===== src/rtl/bus_timer_irq.sv =====
// bus_timer_irq
// Memory-mapped 16-bit down-counting timer for the cpu6502 bus. It sits in an
// 8-byte register window next to the SRAM, drives a level interrupt (irq_n)
// and a fixed-length NMI pulse (nmi_n). Read data is purely combinational so
// the top level can mux it into the CPU data_in using 'selected'.
//
// Register map (offset = address[2:0]):
//   0 CTRL      rw   [0]run [1]irq_en [2]auto_reload [3]nmi_sel
//   1 STATUS    w1c  [0]expired
//   2 RELOAD_LO rw
//   3 RELOAD_HI rw   writing also loads count <= {data, RELOAD_LO}
//   4 COUNT_LO  ro
//   5 COUNT_HI  ro
//   6,7         read 0xFF, writes ignored
//
// Bus handshake: a write commits on the clk edge where
// bus_strobe & selected & !read_not_write; reads never change state.
module bus_timer_irq #(
    parameter logic [15:0] BASE_ADDRESS = 16'hFF00,
    parameter logic [7:0]  PRESCALE     = 8'd15,
    parameter logic [3:0]  NMI_PULSE    = 4'd4
) (
    input  logic        clk,
    input  logic        reset,
    input  logic        bus_strobe,
    input  logic [15:0] address,
    input  logic        read_not_write,
    input  logic [7:0]  write_data,
    output logic        selected,
    output logic [7:0]  read_data,
    output logic        irq_n,
    output logic        nmi_n
);

    localparam logic [2:0] OFF_CTRL      = 3'd0;
    localparam logic [2:0] OFF_STATUS    = 3'd1;
    localparam logic [2:0] OFF_RELOAD_LO = 3'd2;
    localparam logic [2:0] OFF_RELOAD_HI = 3'd3;
    localparam logic [2:0] OFF_COUNT_LO  = 3'd4;
    localparam logic [2:0] OFF_COUNT_HI  = 3'd5;

    // Architectural state
    logic        ctrl_run;
    logic        ctrl_irq_en;
    logic        ctrl_auto_reload;
    logic        ctrl_nmi_sel;
    logic        expired;
    logic [15:0] reload;
    logic [15:0] count;
    logic [7:0]  prescaler;
    logic [3:0]  nmi_timer;

    // Decoded bus writes
    logic        wr_en;
    logic        wr_ctrl;
    logic        wr_status;
    logic        wr_reload_lo;
    logic        wr_reload_hi;

    // Timer events
    logic        tick;
    logic        tick_live;
    logic        expire;

    assign selected     = (address[15:3] == BASE_ADDRESS[15:3]);
    assign wr_en        = bus_strobe & selected & ~read_not_write;
    assign wr_ctrl      = wr_en & (address[2:0] == OFF_CTRL);
    assign wr_status    = wr_en & (address[2:0] == OFF_STATUS);
    assign wr_reload_lo = wr_en & (address[2:0] == OFF_RELOAD_LO);
    assign wr_reload_hi = wr_en & (address[2:0] == OFF_RELOAD_HI);

    // A tick is raised when the prescaler wraps. A CPU write to CTRL or
    // RELOAD_HI in the same cycle takes priority, so the tick is dropped and
    // neither the count nor the expiry logic sees it.
    assign tick      = ctrl_run & (prescaler == PRESCALE);
    assign tick_live = tick & ~wr_ctrl & ~wr_reload_hi;
    assign expire    = tick_live & (count == 16'h0000);

    // Prescaler: counts 0..PRESCALE while running, held at 0 while stopped.
    always_ff @(posedge clk or posedge reset) begin
        if (reset) begin
            prescaler <= 8'd0;
        end else if (!ctrl_run) begin
            prescaler <= 8'd0;
        end else if (prescaler == PRESCALE) begin
            prescaler <= 8'd0;
        end else begin
            prescaler <= prescaler + 8'd1;
        end
    end

    // CTRL register; a one-shot expiry stops the timer unless CTRL is being written.
    always_ff @(posedge clk or posedge reset) begin
        if (reset) begin
            ctrl_run         <= 1'b0;
            ctrl_irq_en      <= 1'b0;
            ctrl_auto_reload <= 1'b0;
            ctrl_nmi_sel     <= 1'b0;
        end else if (wr_ctrl) begin
            ctrl_run         <= write_data[0];
            ctrl_irq_en      <= write_data[1];
            ctrl_auto_reload <= write_data[2];
            ctrl_nmi_sel     <= write_data[3];
        end else if (expire && !ctrl_auto_reload) begin
            ctrl_run         <= 1'b0;
        end
    end

    // STATUS.expired: set on expiry, cleared by writing 1; set wins a collision.
    always_ff @(posedge clk or posedge reset) begin
        if (reset) begin
            expired <= 1'b0;
        end else if (expire) begin
            expired <= 1'b1;
        end else if (wr_status && write_data[0]) begin
            expired <= 1'b0;
        end
    end

    // RELOAD register, written a byte at a time.
    always_ff @(posedge clk or posedge reset) begin
        if (reset) begin
            reload <= 16'hFFFF;
        end else begin
            if (wr_reload_lo) begin
                reload[7:0] <= write_data;
            end
            if (wr_reload_hi) begin
                reload[15:8] <= write_data;
            end
        end
    end

    // Down counter: loaded by RELOAD_HI writes, decremented on ticks, and on
    // expiry either reloaded or parked at zero (never wraps below 0).
    always_ff @(posedge clk or posedge reset) begin
        if (reset) begin
            count <= 16'hFFFF;
        end else if (wr_reload_hi) begin
            count <= {write_data, reload[7:0]};
        end else if (tick_live) begin
            if (count != 16'h0000) begin
                count <= count - 16'd1;
            end else if (ctrl_auto_reload) begin
                count <= reload;
            end
        end
    end

    // NMI pulse timer: reloaded on each NMI expiry (extending a live pulse),
    // otherwise runs down to zero.
    always_ff @(posedge clk or posedge reset) begin
        if (reset) begin
            nmi_timer <= 4'd0;
        end else if (expire && ctrl_nmi_sel) begin
            nmi_timer <= NMI_PULSE;
        end else if (nmi_timer != 4'd0) begin
            nmi_timer <= nmi_timer - 4'd1;
        end
    end

    assign irq_n = ~(expired & ctrl_irq_en & ~ctrl_nmi_sel);
    assign nmi_n = (nmi_timer == 4'd0);

    // Combinational read mux; zero whenever the window is not addressed.
    always_comb begin
        read_data = 8'h00;
        if (selected) begin
            case (address[2:0])
                OFF_CTRL:      read_data = {4'b0000, ctrl_nmi_sel, ctrl_auto_reload,
                                            ctrl_irq_en, ctrl_run};
                OFF_STATUS:    read_data = {7'b0000000, expired};
                OFF_RELOAD_LO: read_data = reload[7:0];
                OFF_RELOAD_HI: read_data = reload[15:8];
                OFF_COUNT_LO:  read_data = count[7:0];
                OFF_COUNT_HI:  read_data = count[15:8];
                default:       read_data = 8'hFF;
            endcase
        end
    end

endmodule


===== config.mk =====
export PLATFORM = sky130hd
export DESIGN_NAME = bus_timer_irq
export DESIGN_NICKNAME = d
export VERILOG_FILES = /design/src/rtl/bus_timer_irq.sv
export SDC_FILE = /design/constraint.sdc
export NUM_CORES = 1
export LEC_CHECK = 0
export BUFFER_PORTS_ARGS = -buffer_cell sky130_fd_sc_hd__buf_2
export CAP_MARGIN = 20
export CORE_MARGIN = 2
export CORE_UTILIZATION = 55
export CTS_CLUSTER_DIAMETER = 60
export DETAILED_ROUTE_END_ITERATION = 12
export PLACE_DENSITY_LB_ADDON = 0.12
export SLEW_MARGIN = 40
export SYNTH_ARGS = -nofsm -noshare
export SYNTH_HDL_FRONTEND = slang
export SYNTH_SLANG_ARGS = --single-unit

===== constraint.sdc =====
create_clock -name clk -period 3.35 [get_ports clk]
set_input_delay 0.1675 -clock clk [delete_from_list [all_inputs] [get_ports clk]]
set_output_delay 0.1675 -clock clk [all_outputs]
set_load 0.02 [all_outputs]

==> results of run 1 <==
cells by family after synthesis:
| kind of cell | after synthesis | share of synthesized area (%) |
|---|---|---|
| adder cells (fa/ha/maj) | 4 | 1.61 |
| flip-flops | 49 | 40.8 |
| XOR/XNOR | 10 | 2.82 |
| buffers and inverters | 27 | 4.03 |
| AO/OA/AOI/OAI | 80 | 16.3 |
| multiplexers | 29 | 10.2 |
| AND/OR/NAND/NOR | 137 | 24.2 |
synth_stat cells (5+ instances only):
library cell  count  area (um2)
or3_1             8        50.1
and3_1            5        31.3
a21oi_1          24         120
nand3_1          12        60.1
nor2_1           23        86.3
mux2_2           20         225
xnor2_1           7        61.3
o21ai_0          22         110
dfrtp_1          17         425
inv_1            11        41.3
clkbuf_1         11        41.3
nand2_1          38         143
dfstp_2          32         841
mux2i_1           9        90.1
nor3_1           14        70.1
o211ai_1          6        45.0
how the worst max path moves through the flow:
stage / start / end / slack, ns
final: count[0] / count[1] / 0.93
after global routing: count[0] / count[2] / 0.67
after CTS: count[0] / count[1] / 0.96
after detailed placement: count[0] / count[1] / 0.98
after global placement: count[0] / count[2] / 1.03
after floorplan: count[1] / ctrl_run / 1.19
area by class of cell:
class	count	share of cell area (%)
Clock buffer	7	2.51
Sequential cell	49	36.8
Tap cell	72	2.62
Inverter	11	1.27
Timing Repair Buffer	41	6.25
Multi-Input combinational cell	260	49.7
Clock inverter	1	0.872
tightest hold or removal path, cell delays in order:
cell and delay, ns:
buf_2 0.10, nand2_1 0.07, nand2_1 0.05
routing by layer:
layer	share of wire, %	vias up
met3	7.0	10
met2	46	100
met5	0	-
met4	1.6	0
li1	-	1285
met1	46	1299
power by group through the flow:
stage | clock network (mW) | logic (mW) | registers [mW]
2_1_floorplan | 0 | 0.0346 | 0.603
3_3_place_gp | 0 | 0.0593 | 0.603
3_5_place_dp | 0 | 0.0601 | 0.603
4_1_cts | 0.452 | 0.0612 | 0.593
5_1_grt | 0.473 | 0.0676 | 0.594
6_report | 0.440 | 0.0605 | 0.593
sequential cells by signal, summed over array words and instances, names as in the netlist:
name / flops
prescaler: 8
count: 16
ctrl_auto_reload: 1
ctrl_irq_en: 1
reload: 16
expired: 1
ctrl_nmi_sel: 1
ctrl_run: 1
nmi_timer: 4
stage by stage:
step / power [mW] / std cells / hold slack, ns
finish: 1.09 / 441 / 0.0859
global route: 1.13 / 441 / 0.101
CTS: 1.11 / 441 / 0.0784
detailed placement: 0.663 / 432 / 0.298
global placement: 0.663 / 432 / 0.391
floorplan: 0.638 / 336 / 0.266
==> run_results.csv, run 1 <==
group,metric,value,unit
status,outcome,"finished, final reports clean",
sta,rsz0062_at_grt,"false",
clocking,cts_tree,"done",
worst_setup_path,ff2ff_path_depth,7,
flow_run,max_cap_viol_count,0,
global_routing,grt_max_degree,50,
placed_design,place.gp.congestion,0.941,
worst_setup_path,timing.rr.start,"count[0]",
drt,vias_per_cell,6.11,
sta,fin_skew,0.00713,ns
pwr,seqPwrFrac,54.2,%
drt,drtIter0Drc,360,
pwr,cellPowerDensity,318,nW/um2
final_layout,fillers,496,
worst_hold_path,min_to,"reload[14]",
worst_setup_path,critical_path.top_delay_family,"flip-flops",
final_layout,fin_nets,400,
clocking,cts_buffers,5,
global_routing,grt_pass1_wl,13100,um
global_routing,gr-usage-met1,39.2,%
worst_setup_path,start_kind,"register",
worst_setup_path,arrival,2.65,ns
clocking,h-tree-depth,2,
worst_hold_path,hp-start,"write_data[6]",
final_layout,stdcell_area,3440,um2
placed_design,pre_cts_slack,0.983,ns
worst_setup_path,r2r_end,"count[1]",
clocking,root_buffer,"clkbuf_8",
final_layout,area_growth,11.0,%
die,fp.dieH,79.1,um
global_routing,met2_usage,41.2,%
placed_design,dp_hpwl,5570,um
drt,firstDrtPassIters,6,
pwr,leakage,1.55,nW
die,initial_core_util,56.7,%
clocking,clk_latency,0.30,ns
worst_setup_path,path_buf_inv,1,
worst_setup_path,crit_cells,7,
pwr,power_switching,0.236,mW
global_routing,use_met3,3.75,%
pwr,clkPwrFrac,40.2,%
pwr,ir_drop,198,uV
worst_setup_path,reg2reg_slack,0.93,ns
clocking,ctsResizeCount,0,
logic_synthesis,yosysUniqueCellTypes,58,
logic_synthesis,ys_ff_latch,49,
logic_synthesis,postSynthCellCount,336,
drt,drt_drc_violations_left,0,
final_layout,seq_area,1270,um2
global_routing,antenna_found_initial,0,
logic_synthesis,avgSynthCellArea,9.24,um2
sta,relSlewSlack,58.9,%
drt,vias,2694,
worst_setup_path,cp-end-kind,"register",
clocking,cts.sinks,49,
placed_design,placed_area,3320,um2
logic_synthesis,synthFlopType,"dfstp_2",
drt,drtAntennaViolNets,0,
clocking,cts_hold_buf,1,
worst_setup_path,crit_fanout,15,
worst_hold_path,hold_path_class,"primary input to register",
sta,finalCriticalPeriod,2.42,ns
final_layout,final_core_util,62.9,%
worst_setup_path,required,3.58,ns
global_routing,top_usage_layer,"met2",
die,dieArea,6260,um2
logic_synthesis,synth_area,3100,um2
clocking,clockBufferDepth,2,
global_routing,grt_usage,26.8,%
sta,setup-violations-final,0,
sta,fin_ws,0.927,ns
logic_synthesis,synth-edff-count,0,
clocking,postCtsSetupRepairBufs,0,
drt,wl_per_cell,17.7,um
sta,finalSetupTns,0,ns
pwr,share_comb_of_total_power,5.5,%
sta,worstMarginPinSlew,0.617,ns
pwr,switching_share,21.5,%
clocking,cts.clk_slew.worst_paths,0.09,ns
pwr,p_int,0.859,mW
drt,wl,7790,um
die,die_x,79.1,um
sta,slew_violations,0,
logic_synthesis,synthArstFlopShare,100,%
logic_synthesis,syn_nets,368,
logic_synthesis,synth_warnings,0,
logic_synthesis,ys_seq_area_share,40.8,%
global_routing,grt_pass1_vias,2576,
placed_design,io_buffer_count,38,
die,core,5470,um2
die,io_pins,39,
final_layout,drive_gt1_share,30.9,%
worst_hold_path,hold-path-cell-count,3,
sta,period_share,72.3,%
worst_setup_path,crit_chain,"inv_1 -> ha_1 -> nor3b_2 -> nand2_1 -> nor3_1 -> o21ai_2 -> mux2_2",
worst_setup_path,crit_type,"register to register",
worst_setup_path,slowest_stage,"dfstp_2",
die,rows,27,
worst_setup_path,critical_path.max_stage_delay,0.58,ns
final_layout,layout_common_cells,"38 x nand2_1, 38 x buf_2, 32 x dfstp_2",
final_layout,multi_input_area,1710,um2
global_routing,globalRoute.totalOverflow,0,
sta,hold_viol_final,0,
sta,fmax,413,MHz
final_layout,antenna_cells,0,
No activity file was read; power rests on OpenSTA's default activity.
==> run 2: changes to the inputs <==
- clock period: 3.35 -> 2.44 ns (I/O delays scaled with it)
==> run 2 against run 1 <==
Against the previous run: hold slack got worse by 0.068 ns; non-clock buffer count increased by 12; sequential cell count unchanged; sequential power is 37% higher; first-iteration DRC count fell by 32%; setup slack worse by 0.80 ns; sequential share of layout area shrank 0.98 points; clock power rose by 27%; largest cell class unchanged.
==> run_results.csv, run 2 (synthesis results as in run 1) <==
group,metric,value,unit
status,outcome,"finished, final reports clean",
clocking,cts_tree,"done",
sta,relSlewSlack,56.1,%
pwr,p_int,1.11,mW
drt,wl_per_cell,17.9,um
clocking,clk_latency,0.32,ns
drt,drtAntennaViolNets,0,
placed_design,pre_cts_slack,0.186,ns
sta,rsz0062_at_grt,"false",
sta,finalCriticalPeriod,2.31,ns
global_routing,globalRoute.totalOverflow,0,
sta,finalSetupTns,0,ns
clocking,clockBufferDepth,2,
pwr,cellPowerDensity,413,nW/um2
pwr,power_switching,0.349,mW
clocking,cts.sinks,49,
global_routing,grt_pass1_wl,13500,um
drt,vias,2782,
worst_setup_path,cp-end-kind,"register",
worst_hold_path,min_to,"reload[14]",
sta,hold_viol_final,0,
final_layout,top_regs,"count: 16 flops, reload: 16 flops, prescaler: 8 flops",
placed_design,place.gp.congestion,0.954,
global_routing,grt_usage,27.7,%
worst_setup_path,required,2.65,ns
sta,fin_skew,0.0144,ns
pwr,clkPwrFrac,38.4,%
final_layout,fin_nets,412,
sta,setup-violations-final,0,
worst_setup_path,timing.rr.start,"count[0]",
sta,worstMarginPinSlew,0.659,ns
worst_hold_path,hold-path-cell-count,3,
die,initial_core_util,56.7,%
pwr,switching_share,23.9,%
sta,period_share,94.8,%
final_layout,fillers,469,
global_routing,grt_pass1_vias,2751,
global_routing,grt_max_degree,38,
die,fp.dieH,79.1,um
sta,fmax,432,MHz
final_layout,antenna_cells,0,
worst_setup_path,reg2reg_slack,0.13,ns
die,dieArea,6260,um2
die,die_x,79.1,um
drt,drt_drc_violations_left,0,
final_layout,layout_common_cells,"38 x nand2_1, 38 x buf_2, 32 x dfstp_2",
worst_setup_path,crit_fanout,13,
global_routing,antenna_found_initial,0,
flow_run,max_cap_viol_count,0,
clocking,cts.clk_slew.worst_paths,0.10,ns
pwr,leakage,1.60,nW
drt,wl,8110,um
worst_setup_path,r2r_end,"ctrl_run",
sta,fin_ws,0.127,ns
pwr,seqPwrFrac,55.7,%
final_layout,area_growth,14.0,%
clocking,cts_buffers,5,
worst_hold_path,hold_path_class,"primary input to register",
clocking,root_buffer,"clkbuf_8",
placed_design,dp_hpwl,5830,um
worst_setup_path,start_kind,"register",
worst_hold_path,hp-start,"write_data[6]",
pwr,ir_drop,443,uV
die,rows,27,
final_layout,drive_gt1_share,33.3,%
drt,drtIter0Drc,245,
clocking,h-tree-depth,2,
sta,slew_violations,0,
drt,vias_per_cell,6.14,
worst_setup_path,arrival,2.52,ns
sta,finalHoldWorstSlack,0.0180,ns
die,io_pins,39,
worst_setup_path,crit_type,"register to register",
placed_design,io_buffer_count,38,
pwr,share_comb_of_total_power,5.9,%
worst_setup_path,ff2ff_path_depth,8,
drt,firstDrtPassIters,4,
die,core,5470,um2
-- run 2: cell types whose count changed in the layout (fill, tap and decap cells not counted), sizes merged --
cell    delta
clkinv     +2
bufinv     -1
clkbuf     -1
buf       +12
-- run 2: worst max-delay path by stage --
stage,from,to
2_1_floorplan,count[1],ctrl_run
3_3_place_gp,count[0],ctrl_run
3_5_place_dp,count[0],ctrl_run
4_1_cts,count[0],ctrl_run
5_1_grt,count[0],ctrl_run
6_report,count[0],ctrl_run
-- run 2: timing repair --
item                                    in CTS  in global routing
resized for setup                            0                  2
endpoints found under the hold margin       17                  0
endpoints found under the setup margin       0                  3
hold buffers                                 1                  0
buffers inserted                             0                  1
-- run 2: through the flow --
| stage | instance area (um2) | power (mW) | util (%) | std cells |
|---|---|---|---|---|
| 6_report | 3540 | 1.46 | 64.6 | 453 |
| 3_5_place_dp | 3400 | 0.913 | 62.1 | 443 |
| 3_3_place_gp | 3400 | 0.912 | 62.1 | 443 |
| 5_1_grt | 3540 | 1.51 | 64.6 | 453 |
| 4_1_cts | 3510 | 1.47 | 64.2 | 452 |
| 2_1_floorplan | 3100 | 0.876 | - | 336 |
-- run 2: area by class of cell --
| type | instances | area (um2) | area share, % |
|---|---|---|---|
| multi-input cells | 260 | 1730 | 48.8 |
| clock buffers | 6 | 93.8 | 2.65 |
| repair buffers | 53 | 305 | 8.63 |
| flip-flops and latches | 49 | 1270 | 35.8 |
| inverters | 11 | 42.5 | 1.20 |
| clock inverters | 2 | 13.8 | 0.389 |
| well taps | 72 | 90.1 | 2.55 |
-- run 2: layer usage --
layer / wire length, um / share of wire, % / vias to the layer above / track usage, %
met5: 0 / 0 / - / 0
met4: 87 / 1.1 / 0 / 8.79
met3: 582 / 7.2 / 11 / 5.23
met2: 3700 / 46 / 109 / 42.3
met1: 3740 / 46 / 1350 / 39.8
li1: - / - / 1312 / -
-- run 2: power by group through the flow --
stage	clock, mW	sequential, mW	combinational [mW]
finish	0.561	0.815	0.0863
global placement	0	0.828	0.0838
CTS	0.566	0.815	0.0865
global route	0.600	0.815	0.0961
floorplan	0	0.828	0.0475
detailed placement	0	0.828	0.0850
-- run 2: critical path: stages, from the launching register on --
cell and delay (ns):
dfstp_2 0.41, inv_1 0.13, ha_1 0.22, nor3b_4 0.25, nand2_1 0.15, or2_4 0.36, or4_1 0.53, nand3_1 0.11
nand2_1 0.05
